## src/rtl/audio_tone_pkg.sv

```systemverilog
// Shared types and constants for the stereo test-tone source.
package audio_tone_pkg;

  typedef enum logic [1:0] {
    WAVE_SQUARE  = 2'd0,
    WAVE_SAW     = 2'd1,
    WAVE_TRI     = 2'd2,
    WAVE_SILENCE = 2'd3
  } wave_e;

  typedef enum logic {
    ST_IDLE  = 1'b0,
    ST_ISSUE = 1'b1
  } state_e;

  localparam logic [15:0] LFSR_SEED = 16'hACE1;
  // Taps 16,14,13,11 expressed as bit positions 0,2,3,5 of a right-shifting register.
  localparam logic [15:0] LFSR_TAPS = 16'h002D;

  function automatic logic [15:0] lfsr_step(input logic [15:0] cur);
    return {^(cur & LFSR_TAPS), cur[15:1]};
  endfunction

endpackage

```

## src/rtl/audio_tone_wave.sv

```systemverilog
// Combinational shaper: phase + waveform select + volume shift -> signed 16-bit sample.
module audio_tone_wave
  import audio_tone_pkg::*;
#(
  parameter int          PHASE_W = 24,
  parameter logic [15:0] AMP     = 16'h4000
) (
  input  logic [PHASE_W-1:0] phase_i,
  input  logic [1:0]         waveform_i,
  input  logic [3:0]         volume_i,
  output logic [15:0]        sample_o
);

  wave_e              wave;
  logic               msb;
  logic [14:0]        fold;
  logic [14:0]        tri_u;
  logic signed [15:0] raw;
  logic               unused_low;

  assign wave       = wave_e'(waveform_i);
  assign msb        = phase_i[PHASE_W-1];
  assign fold       = phase_i[PHASE_W-2 -: 15];
  assign tri_u      = msb ? ~fold : fold;
  assign unused_low = ^phase_i[PHASE_W-17:0];

  // NOTE: raw gets a default before the case so no path leaves it unassigned (no latch).
  always_comb begin
    raw = '0;
    case (wave)
      WAVE_SQUARE:  raw = msb ? -AMP : AMP;
      WAVE_SAW:     raw = phase_i[PHASE_W-1 -: 16] ^ 16'h8000;
      WAVE_TRI:     raw = {tri_u, 1'b0} ^ 16'h8000;
      WAVE_SILENCE: raw = '0;
      default:      raw = '0;
    endcase
  end

  // Arithmetic shift keeps the sign, so full attenuation settles at 0 or -1.
  assign sample_o = raw >>> volume_i;

endmodule

```

## src/rtl/audio_tone_source.sv

```systemverilog
// Stereo test-tone source feeding the codec's left/right Avalon-ST sinks in lockstep.
// Optional LSB dither from a 16-bit LFSR is built when AUDIO_TONE_DITHER_EN is defined.
module audio_tone_source
  import audio_tone_pkg::*;
#(
  parameter int          PHASE_W = 24,
  parameter logic [15:0] AMP     = 16'h4000
) (
  input  logic               clk_clk,
  input  logic               reset_reset_n,
  input  logic               enable,
  input  logic [PHASE_W-1:0] tune_word,
  input  logic [1:0]         waveform,
  input  logic [3:0]         volume,
  output logic [15:0]        left_data,
  output logic [15:0]        right_data,
  output logic               left_valid,
  output logic               right_valid,
  input  logic               left_ready,
  input  logic               right_ready,
  output logic [15:0]        pair_count
);

  state_e             state_q;
  logic [PHASE_W-1:0] phase_q, phase_d;
  logic [15:0]        left_data_q, right_data_q, pair_count_q;
  logic               left_valid_q, right_valid_q;
  logic               pair_done;
  logic [PHASE_W-1:0] sample_phase;
  logic [15:0]        sample, left_sample, right_sample;

  // A channel whose valid already dropped has completed; the pair is done once both have.
  assign pair_done    = (state_q == ST_ISSUE) &&
                        (!left_valid_q  || left_ready) &&
                        (!right_valid_q || right_ready);
  assign phase_d      = phase_q + tune_word;
  assign sample_phase = pair_done ? phase_d : phase_q;

  audio_tone_wave #(
    .PHASE_W (PHASE_W),
    .AMP     (AMP)
  ) u_wave (
    .phase_i    (sample_phase),
    .waveform_i (waveform),
    .volume_i   (volume),
    .sample_o   (sample)
  );

`ifdef AUDIO_TONE_DITHER_EN
  logic [15:0] lfsr_q, lfsr_d;

  assign lfsr_d = pair_done ? lfsr_step(lfsr_q) : lfsr_q;

  always_ff @(posedge clk_clk or negedge reset_reset_n) begin
    if (!reset_reset_n) lfsr_q <= LFSR_SEED;
    else                lfsr_q <= lfsr_d;
  end

  // The sample being loaded carries the LFSR value it will be presented with.
  assign left_sample  = sample ^ {15'd0, lfsr_d[0]};
  assign right_sample = sample ^ {15'd0, lfsr_d[1]};
`else
  assign left_sample  = sample;
  assign right_sample = sample;
`endif

  // NOTE: all sequential state uses non-blocking assignments so every register sees pre-edge values.
  always_ff @(posedge clk_clk or negedge reset_reset_n) begin
    if (!reset_reset_n) begin
      state_q       <= ST_IDLE;
      phase_q       <= '0;
      left_data_q   <= '0;
      right_data_q  <= '0;
      left_valid_q  <= 1'b0;
      right_valid_q <= 1'b0;
      pair_count_q  <= '0;
    end else begin
      case (state_q)
        ST_IDLE: begin
          if (enable) begin
            left_data_q   <= left_sample;
            right_data_q  <= right_sample;
            left_valid_q  <= 1'b1;
            right_valid_q <= 1'b1;
            state_q       <= ST_ISSUE;
          end
        end
        ST_ISSUE: begin
          if (pair_done) begin
            phase_q      <= phase_d;
            pair_count_q <= pair_count_q + 16'd1;
            if (enable) begin
              left_data_q   <= left_sample;
              right_data_q  <= right_sample;
              left_valid_q  <= 1'b1;
              right_valid_q <= 1'b1;
            end else begin
              left_valid_q  <= 1'b0;
              right_valid_q <= 1'b0;
              state_q       <= ST_IDLE;
            end
          end else begin
            if (left_valid_q && left_ready)   left_valid_q  <= 1'b0;
            if (right_valid_q && right_ready) right_valid_q <= 1'b0;
          end
        end
        default: state_q <= ST_IDLE;
      endcase
    end
  end

  assign left_data   = left_data_q;
  assign right_data  = right_data_q;
  assign left_valid  = left_valid_q;
  assign right_valid = right_valid_q;
  assign pair_count  = pair_count_q;

endmodule

```

## config.mk

```make
export PLATFORM = sky130hd
export DESIGN_NAME = audio_tone_source
export DESIGN_NICKNAME = d
export VERILOG_FILES = /design/src/rtl/audio_tone_pkg.sv /design/src/rtl/audio_tone_wave.sv /design/src/rtl/audio_tone_source.sv
export SDC_FILE = /design/constraint.sdc
export NUM_CORES = 1
export LEC_CHECK = 0
export CORE_MARGIN = 4
export CORE_UTILIZATION = 59
export CTS_CLUSTER_DIAMETER = 50
export DETAILED_ROUTE_END_ITERATION = 16
export PLACE_DENSITY = 0.94
export SYNTH_ARGS = -nofsm -noshare
export SYNTH_HDL_FRONTEND = slang
export SYNTH_SLANG_ARGS = --single-unit
```

## constraint.sdc

```tcl
create_clock -name clk_clk -period 6.93 [get_ports clk_clk]
set_input_delay 1.0395 -clock clk_clk [delete_from_list [all_inputs] [get_ports clk_clk]]
set_output_delay 1.0395 -clock clk_clk [all_outputs]
set_load 0.005 [all_outputs]
```

### After elaboration in Yosys (flattened, before gate mapping)

Cells that the tools add are included.

| word-level totals | value |
|---|---|
| input port bits | 35 |
| bits in registers | 75 |
| word-level logic and storage cells | 54 |
| output and inout port bits | 50 |

| cells by class | value |
|---|---|
| shifts and indexed selects | 1 |
| multiplexer cells | 20 |
| reductions and logical operators | 12 |
| $add $sub $neg | 2 |
| equality and inequality tests | 7 |
| bitwise gates (word level) | 4 |

Operators with widths:

| kind | count |
|---|---|
| 2-to-1 mux 16 bit | 5 |
| one-hot mux 16 bit (2 select lines) | 2 |
| one-hot mux 16 bit (4 select lines) | 1 |
| adder 24 bit | 1 |
| 2-to-1 mux 24 bit | 1 |
| adder 16 x 1 -> 16 bit (second input constant) | 1 |
| >>> shifter 16 x 4 -> 16 bit | 1 |
| 2-to-1 mux 15 bit | 1 |
| NOT 15 bit | 1 |
| 2-to-1 mux 1 bit | 7 |
| != test 3 x 1 -> 1 bit (second input constant) | 2 |
| one-hot mux 1 bit (2 select lines) | 3 |
| AND reduction 2 bit | 3 |
| equality test 2 bit (second input constant) | 2 |
| logical AND 1 bit | 4 |
| NOT 1 bit | 3 |
| equality test 2 x 1 -> 1 bit (second input constant) | 1 |
| zero test 1 bit | 2 |
| zero test 2 bit | 1 |
| logical OR 1 bit | 2 |
| != test 2 x 1 -> 1 bit (second input constant) | 1 |
| != test 2 bit (second input constant) | 1 |

### Longest topological paths before layout

Gate-level depths: netlist of the first run.

| depth | value |
|---|---|
| word-level depth | 13 |
| mapped depth | 16 |
| depth with buffers taken out | 14 |

### Modules after synthesis

From an unflattened synthesis of the first run, not the netlist that was laid out.

| second synthesis, totals | value |
|---|---|
| cells, all modules | 537 |
| area, all modules | 4870.9 sq um |

Modules (own cells, without submodules):

| module | area an instance (sq um) | sequential area each (sq um) | times used | cells an instance |
|---|---|---|---|---|
| audio_tone_source | 3766.1 | 1476.4 | 1 | 396 |
| audio_tone_wave | 1104.8 | 0.0 | 1 | 141 |

### Worst setup path before layout of the first run

OpenSTA, ideal clock, no wires.

| path | value |
|---|---|
| kind | input -> register |
| start point | input tune_word[0] |
| end point | register right_data_q[2], in the netlist right_data[2] |
| setup time | 0.087 ns |
| path slack | 2.810 ns |
| buffers on the path | 0 |
| stages | 14 |
| arrival | 4.034 ns |
| data required time | 6.843 ns |
| cells stage by stage | ha_1 inv_1 fa_1 nand2b_1 a21oi_1 o21ai_1 o211a_1 o211a_1 or4_1 mux2i_2 o32ai_1 mux4_2 or2_0 o211ai_1 |

| on the way | value |
|---|---|
| cells in the longest elaborated chain, start to end | 10 |
| elaborated cells on any way between the ends | 12 |
| those cells by class | 1 x add/sub; 1 x shift; 7 x mux; 3 x bitwise |

RTL lines:

| item | line | RTL |
|---|---|---|
| from (decl) | audio_tone_source.sv:12 | `input logic [PHASE_W-1:0] tune_word,` |
| adder 24 bit * | audio_tone_source.sv:36 | `assign phase_d = phase_q + tune_word;` |
| 2-to-1 mux 24 bit * | -- |  |
| NOT 15 bit | audio_tone_wave.sv:24 | `assign tri_u = msb ? ~fold : fold;` |
| 2-to-1 mux 15 bit | audio_tone_wave.sv:24 |  |
| NOT 1 bit (no line) | -- |  |
| one-hot mux 16 bit (4 select lines) * | audio_tone_wave.sv:30 | `case (wave)` |
| >>> shifter 16 x 4 -> 16 bit * | audio_tone_wave.sv:40 | `assign sample_o = raw >>> volume_i;` |
| 2-to-1 mux 16 bit * | audio_tone_source.sv:80, audio_tone_source.sv:92 |  |
| 2-to-1 mux 16 bit | audio_tone_source.sv:89 | `if (pair_done) begin` |
| one-hot mux 16 bit (2 select lines) * | audio_tone_source.sv:78 | `case (state_q)` |
| to (signal assigned) | audio_tone_source.sv:82 | `right_data_q <= right_sample;` |
| to (signal assigned) | audio_tone_source.sv:94 | `right_data_q <= right_sample;` |
| to (decl) | audio_tone_source.sv:26 | `logic [15:0] left_data_q, right_data_q, pair_count_q;` |

Every way passes the cells marked *; elsewhere a longest branch is shown, timed or not. The select of a mux whose other input is x is not followed.
A chain may end at the register's enable or synchronous reset.

### Worst setup path in the final report of the first run

| path | value |
|---|---|
| start point | input tune_word[8] |
| end point | register right_data_q[4], in the netlist right_data[4] |

Same word-level chain as after synthesis.

==> results of run 1 <==
-- worst paths after layout --
check	end	slack, ns	depth (start not counted)
max in group asynchronous	phase_q[23]	5.58	2
worst min register to register	pair_count[15]	0.47	1
worst max-delay path	right_data[4]	1.82	14
min in group asynchronous	phase_q[14]	0.83	2
worst min-delay path	pair_count[15]	0.47	1
worst max register to register	right_data[4]	2.57	13
-- logic make-up (layout without fill, tap and decap cells) --
family                     Yosys count  after routing  synth area share (%)
xor gates and xnor gates            27             27                 4.631
AOI/OAI and AO/OA                  192            192                 25.58
DFF                                 59             59                 28.02
adders and majority gates           25             25                 6.079
buffers and inverters               75            122                 7.362
muxes                               25             25                 6.032
and+or+nand+nor                    239            239                 22.30
-- power breakdown --
part           switching [µW]  internal [µW]  total, µW
Clock                     160            206        366
Combinational            1000            743       1750
Sequential                111            483        593
Total                    1270           1430       2700
-- per-layer routing --
layer	up-vias	part of all wire, %	GRT usage [%]
met2	325	48	48.11
met3	52	8.6	5.007
li1	2435	-	-
met4	0	2.9	9.788
met1	2427	41	37.55
met5	-	0	0
-- worst register-to-register path, stage by stage, from the launching register on --
cell,delay (ns)
dfrtp_1,0.41
ha_1,0.40
a21oi_1,0.24
o21ai_1,0.17
a32oi_2,0.25
nand2_1,0.15
a221oi_2,0.69
and2_1,0.41
inv_4,0.15
mux2i_1,0.19
or2_1,0.26
a22o_1,0.25
or3_1,0.35
a221o_1,0.32
-- sequential cells by signal, summed over array words and instances (netlist names) --
signal / count
state_q: 1
right_valid: 1
pair_count: 16
left_valid: 1
right_data: 16
phase_q: 24
-- stage by stage --
| step | hold slack, ns | total power (µW) | instance area [µm²] | instances | worst slack (ns) |
|---|---|---|---|---|---|
| floorplan | 0.4498 | 1831 | 5269 | 642 | 2.810 |
| global placement | 0.4620 | 2227 | 5948 | 781 | 1.835 |
| detailed placement | 0.4648 | 2292 | 5948 | 781 | 1.622 |
| CTS | 0.4760 | 2671 | 6172 | 797 | 1.977 |
| global route | 0.5111 | 2896 | 6172 | 797 | 1.629 |
| finish | 0.4710 | 2704 | 6172 | 797 | 1.821 |
-- layout by cell type (no fill, tap or decap), drive strengths merged, types with 6 or more instances in the layout --
cell / synthesis / routed
a211oi: 11 / 11
a21o: 11 / 11
a21oi: 43 / 43
and2: 7 / 7
and3: 10 / 10
clkbuf: 24 / 9
clkdlybuf4s50: 0 / 83
dfrtp: 59 / 59
ha: 24 / 24
inv: 19 / 21
mux2i: 16 / 16
nand2: 84 / 84
nand2b: 9 / 9
nand3: 24 / 24
nand4: 16 / 16
nor2: 41 / 41
nor3: 16 / 16
nor4: 7 / 7
o211ai: 17 / 17
o21ai: 49 / 49
o22ai: 6 / 6
o31ai: 7 / 7
xnor2: 20 / 20
xor2: 7 / 7
-- final cells by class --
cell class	instances	area (µm²)
Multi-Input combinational cell	508	3405
Fill cell	639	2549
Timing Repair Buffer	87	858.3
Clock buffer	9	123.9
Clock inverter	7	100.1
Inverter	19	73.82
Tap cell	108	135.1
Sequential cell	59	1476
==> summary.md, run 1 <==
| Metric | Value |
|---|---|
| Main synth FF type | dfrtp_1 |
| Critical path origin | tune_word[8] |
| Postcts setup bufs | 0 |
| Core ar. | 8721 µm² |
| Area share of the largest cell type after synthesis | approximately 28% |
| Pwr dens | 438.1 nW/µm² |
| Syn_nets | around 700 |
| Via count | 5239 |
| Hold_buf cts | 0 |
| Placer Congestion | 0.9805 |
| Worst min path class | register to register |
| Slew @ Worst Pin | 0.9869 ns |
| Netlist cell types | 80 |
| Launching point of the worst reg2reg path | phase_q[10] |
| Largest net degree at the start of global routing | 60 |
| Diode count | 0 |
| Count of flip-flops with a built-in enable after synthesis | 0 |
| Initial antenna violation count | 0 |
| Most frequent cell after synthesis | nand2_1 |
| Synth Area per Inst | 8.207 µm² |
| CTS tree | built |
| First-pass GRT wire length | between 20000 and 25000 µm |
| Seq/Total Area, Yosys | 28.02% |
| Vias per cell | 6.573 |
| Post-layout util | 70.77% |
| Vias in the first global route | ~5000 |
| H-Tree Depth | 3 |
| Worst-path clk slew | ~0.070 ns |
| Slew HR | 34.07% |
| CTS resizes | 0 |
| Max cap viols | 0 |
| GRT Total Usage | between 20% and 30% |
| Startpoint Class | primary input |
| Most frequent cells after synthesis | nand2_1, dfrtp_1, nor2_1 |
| IO Count | 85 |
| Tcrit/Tclk final | around 74% |
| Final WL | ~15000 µm |
| Run status | completed |
| Fraction of registers with async set/reset | between 90% and 100% |
| DRT Pass-1 Iters | 6 |
| Clock Tree Buf Depth | 2 |
| Starting DRC count in detailed routing | 564 |
| Hold Fails Final Rpt | 0 |
| Clock root cell | clkbuf_8 |
| Worst stage delay on the critical path | 0.69 ns |
| CTS buffer count | 9 |
| Crit-path leading delay family | compound AO/OA/AOI/OAI gates |
| CP Class | primary input to register |
| Post-Synthesis Cells | between 600 and 700 |
| Die Span X | 102.5 µm |
| Layout cells sized above 1 | 7.692% |
| Cell Chain, Critical Path | clkdlybuf4s50_1, ha_1, a21oi_1, o21ai_1, a32oi_2, nand2_1, a221oi_2, and2_1, inv_4, mux2i_1, or2_1, a22o_1, or3_1, a221o_1 |
| Synth area leader | dfrtp_1 |
| Max-slew violations | 0 |
| Leakage power | 0.002556 µW |
| Fmax | 195.7 MHz |
| Critical path buffer and inverter count | 2 |
| Routed WL per cell | 18.65 µm |
| Port-buffer cells | 84 |
| Die Ht | 102.5 µm |
| GRT overflow | 0 |
| Min Clock Period, post-route | 5.109 ns |
| Initial Util | 60.42% |
| Setup violators final | 0 |
| Clock Sinks | between 50 and 60 |
| Fin Clk Skew | 0.01323 ns |
| Max IR drop VDD | 204.4 µV |
| Crit path DAT | 5.34 ns |
| Clk_lat worst skew | between 0.3 and 0.4 ns |
| Syn-to-layout area delta | 17.15% |
| Worst Hold Launch | pair_count[15] |
| Total Nets Final | 744 |
| Number of synthesized register bits | 59 |
| Post-route ant nets | 0 |
| Number of cell rows | 34 |
| DRC | 0 |
| RSZ-0062 raised after global routing | no |
| Worst Path Max Fanout | 11 |
| Die area | 10510 µm² |
| Largest cells by area after synthesis | dfrtp_1, nand2_1, ha_1 |
| YS warnings | 0 |
| HPWL Detailed | ~11000 µm |
| Setup tns final | 0 ns |
| Crit end category | register |
| CP Data Required Time | 7.16 ns |
| Post-Syn Area | ~5300 µm² |
| Slowest stage cell, crit path | a221oi_2 |
Power figures use the tool's default switching activity.
==> run 2, diff against run 1 <==
CORE_UTILIZATION = 50   (was 59)
PLACE_DENSITY = 0.85   (was 0.94)
clock period = 4.7 ns   (was 6.93 ns; I/O delays follow)
==> summary.md, run 2 (synthesis results as in run 1) <==
| Metric | Value |
|---|---|
| CTS buffer count | 9 (unchanged) |
| GRT met2 Usage | 40.01% (was 48.11%) |
| CTS resizes | 0 (unchanged) |
| First-pass GRT wire length | 25290 µm (was 24120 µm) |
| Number of cell rows | 37 (was 34) |
| Clock root cell | clkbuf_8 (unchanged) |
| Final Non-Filler Cells | 838 (was 797) |
| Initial Util | 51.27% (was 60.42%) |
| Fin Clk Skew | 0.01045 ns (was 0.01323 ns) |
| Most crowded layer after global routing | met2 (unchanged) |
| CTS tree | built (unchanged) |
| DRT Pass-1 Iters | 5 (was 6) |
| Clock Sinks | 59 (unchanged) |
| Cell Chain, Critical Path | clkdlybuf4s50_1, ha_1, inv_1, fa_1, nand2b_1, a21oi_1, o21ai_1, buf_4, o41a_1, nand3_1, a21oi_1, o21ai_0, o211ai_1, mux4_2, or2_0, o211ai_1 (was clkdlybuf4s50_1, ha_1, a21oi_1, o21ai_1, a32oi_2, nand2_1, a221oi_2, and2_1, inv_4, mux2i_1, or2_1, a22o_1, or3_1, a221o_1) |
| Biggest register | phase_q (unchanged) |
| Hold_buf cts | 0 (unchanged) |
| Worst min path class | primary input to async pin (was register to register) |
| Total Nets Final | 757 (was 744) |
| Worst stage delay on the critical path | 0.52 ns (was 0.69 ns) |
| Slowest stage cell, crit path | mux4_2 (was a221oi_2) |
| Starting DRC count in detailed routing | 671 (was 564) |
| Layout cells sized above 1 | 9.402% (was 7.692%) |
| CP Data Required Time | 4.96 ns (was 7.16 ns) |
| Max FFs per register | 24 (unchanged) |
| Largest net degree at the start of global routing | 47 (was 60) |
| Syn-to-layout area delta | 20.14% (was 17.15%) |
| Tcrit/Tclk final | 92.82% |
| GRT Total Usage | 24.63% (was 28.71%) |
| Vias per cell | 6.301 (was 6.573) |
| GRT overflow | 0 (unchanged) |
| Setup tns final | 0 ns (unchanged) |
| FILL cells | 890 (was 639) |
| Hold Fails Final Rpt | 0 (unchanged) |
| Die Span X | 110.7 µm (was 102.5 µm) |
| Startpoint Class | primary input (unchanged) |
| Core ar. | 10280 µm² (was 8721 µm²) |
| Slew HR | 38.92% (was 34.07%) |
| Launching point of the worst reg2reg path | phase_q[0] (was phase_q[10]) |
| Clk_lat worst skew | 0.35 ns (was 0.36 ns) |
| DP Worst Slack | 0.1033 ns (was 1.622 ns) |
| Port-buffer cells | 84 (unchanged) |
| Total power | 4103 µW (was 2704 µW) |
| Multi-input gate area | 3405 µm² (unchanged) |
| Leakage power | 0.002627 µW (was 0.002556 µW) |
| Slew @ Worst Pin | 0.9128 ns (was 0.9869 ns) |
| DRC | 0 (unchanged) |
| Min Clock Period, post-route | 4.362 ns |
| Met3 GRT Util | 3.876% (was 5.007%) |
| Die Ht | 110.7 µm (was 102.5 µm) |
| RSZ-0062 raised after global routing | no (unchanged) |
| IO Count | 85 (unchanged) |
| Post-route ant nets | 0 (unchanged) |
| Crit path DAT | 4.62 ns (was 5.34 ns) |
| H-Tree Depth | 3 (unchanged) |
| Clock Tree Buf Depth | 2 (unchanged) |
| Run status | completed (unchanged) |
| Die area | 12240 µm² (was 10510 µm²) |
| Diode count | 0 (unchanged) |
| HPWL Detailed | 11500 µm (was 10960 µm) |
| Grt met1 use | 32.55% (was 37.55%) |
| Initial antenna violation count | 0 (unchanged) |
| Max cap viols | 0 (unchanged) |
| Pwr dens | 648.3 nW/µm² (was 438.1 nW/µm²) |
| Worst reg2reg setup slack | 0.81 ns (was 2.57 ns) |
| Reg2Reg Depth | 15 (was 13) |
| Final WL | 15270 µm (was 14870 µm) |
| FF/Latch Area | 1476 µm² (unchanged) |
| Max IR drop VDD | 254.4 µV (was 204.4 µV) |
| CP Class | primary input to register (unchanged) |
| Most frequent cells in the layout | nand2_1, clkdlybuf4s50_1, dfrtp_1 (unchanged) |
| Worst-path clk slew | 0.08 ns (was 0.07 ns) |
| Worst Path Max Fanout | 9 (was 11) |
| Placed insts | 822 (was 781) |
| Setup violators final | 0 (unchanged) |
| Postcts setup bufs | 0 (unchanged) |
| Worst flop-to-flop path endpoint | right_data[2] (was right_data[4]) |
| Placer Congestion | 1.042 (was 0.9805) |
| Crit end category | register (unchanged) |
| Vias in the first global route | 5085 (was 5060) |
| Via count | 5280 (was 5239) |
| Fmax | 229.2 MHz |
| Routed WL per cell | 18.22 µm (was 18.65 µm) |
| PnR worst setup slack | 0.3376 ns (was 1.821 ns) |
| Max-slew violations | 0 (unchanged) |
==> run 2: changes by cell type in the layout (fill, tap and decap cells not counted) <==
cell / delta
inv_6: -1
bufinv_16: +1
buf_4: +13
clkinvlp_4: +1
clkinv_4: -2
clkbuf_8: +1
==> run 2: critical path, delay by kind of cell <==
| kind | cells | cell delay [ns] |
|---|---|---|
| AND/OR/NAND/NOR | 3 | 0.72 |
| multiplexers | 1 | 0.52 |
| buffers and inverters | 3 | 0.72 |
| AO/OA/AOI/OAI | 7 | 1.33 |
| adder cells (fa/ha/maj) | 2 | 0.62 |
==> run 2: area by class of cell <==
type / count / area share, %
Inverter: 19 / 1.166
Clock inverter: 6 / 1.759
Tap cell: 136 / 2.688
Clock buffer: 10 / 2.174
Timing Repair Buffer: 100 / 15.10
Multi-Input combinational cell: 508 / 53.79
Sequential cell: 59 / 23.32
==> run 2: worst max-delay path by stage <==
stage / to / from / cells after the start
after floorplan: right_data[2] / tune_word[0] / 14
after global placement: right_data[1] / tune_word[0] / 15
after detailed placement: right_data[2] / tune_word[0] / 16
after CTS: right_data[2] / tune_word[0] / 16
after global routing: right_data[2] / tune_word[0] / 15
final: right_data[2] / tune_word[0] / 16
==> run 2: per-stage QoR <==
step / hold slack (ns) / util, % / area [µm²]
finish: 0.2625 / 61.59 / 6330
global route: 0.2750 / 61.59 / 6330
CTS: 0.2567 / 61.59 / 6330
detailed placement: 0.4722 / 59.17 / 6081
global placement: 0.4625 / 59.17 / 6081
floorplan: 0.4094 / - / 5269
==> run 2: power breakdown <==
group / internal (µW) / switching [µW]
combinational: 1150 / 1480
clock: 368 / 226
sequential: 712 / 163
==> run 2: metal layers <==
metal  routed length (µm)  share of wire (%)  vias up
met1                 6363                 42     2489
met2                 7328                 48      271
met3                 1103                7.2       47
met5                    0                  0        -
met4                  475                3.1        0
li1                     -                  -     2473
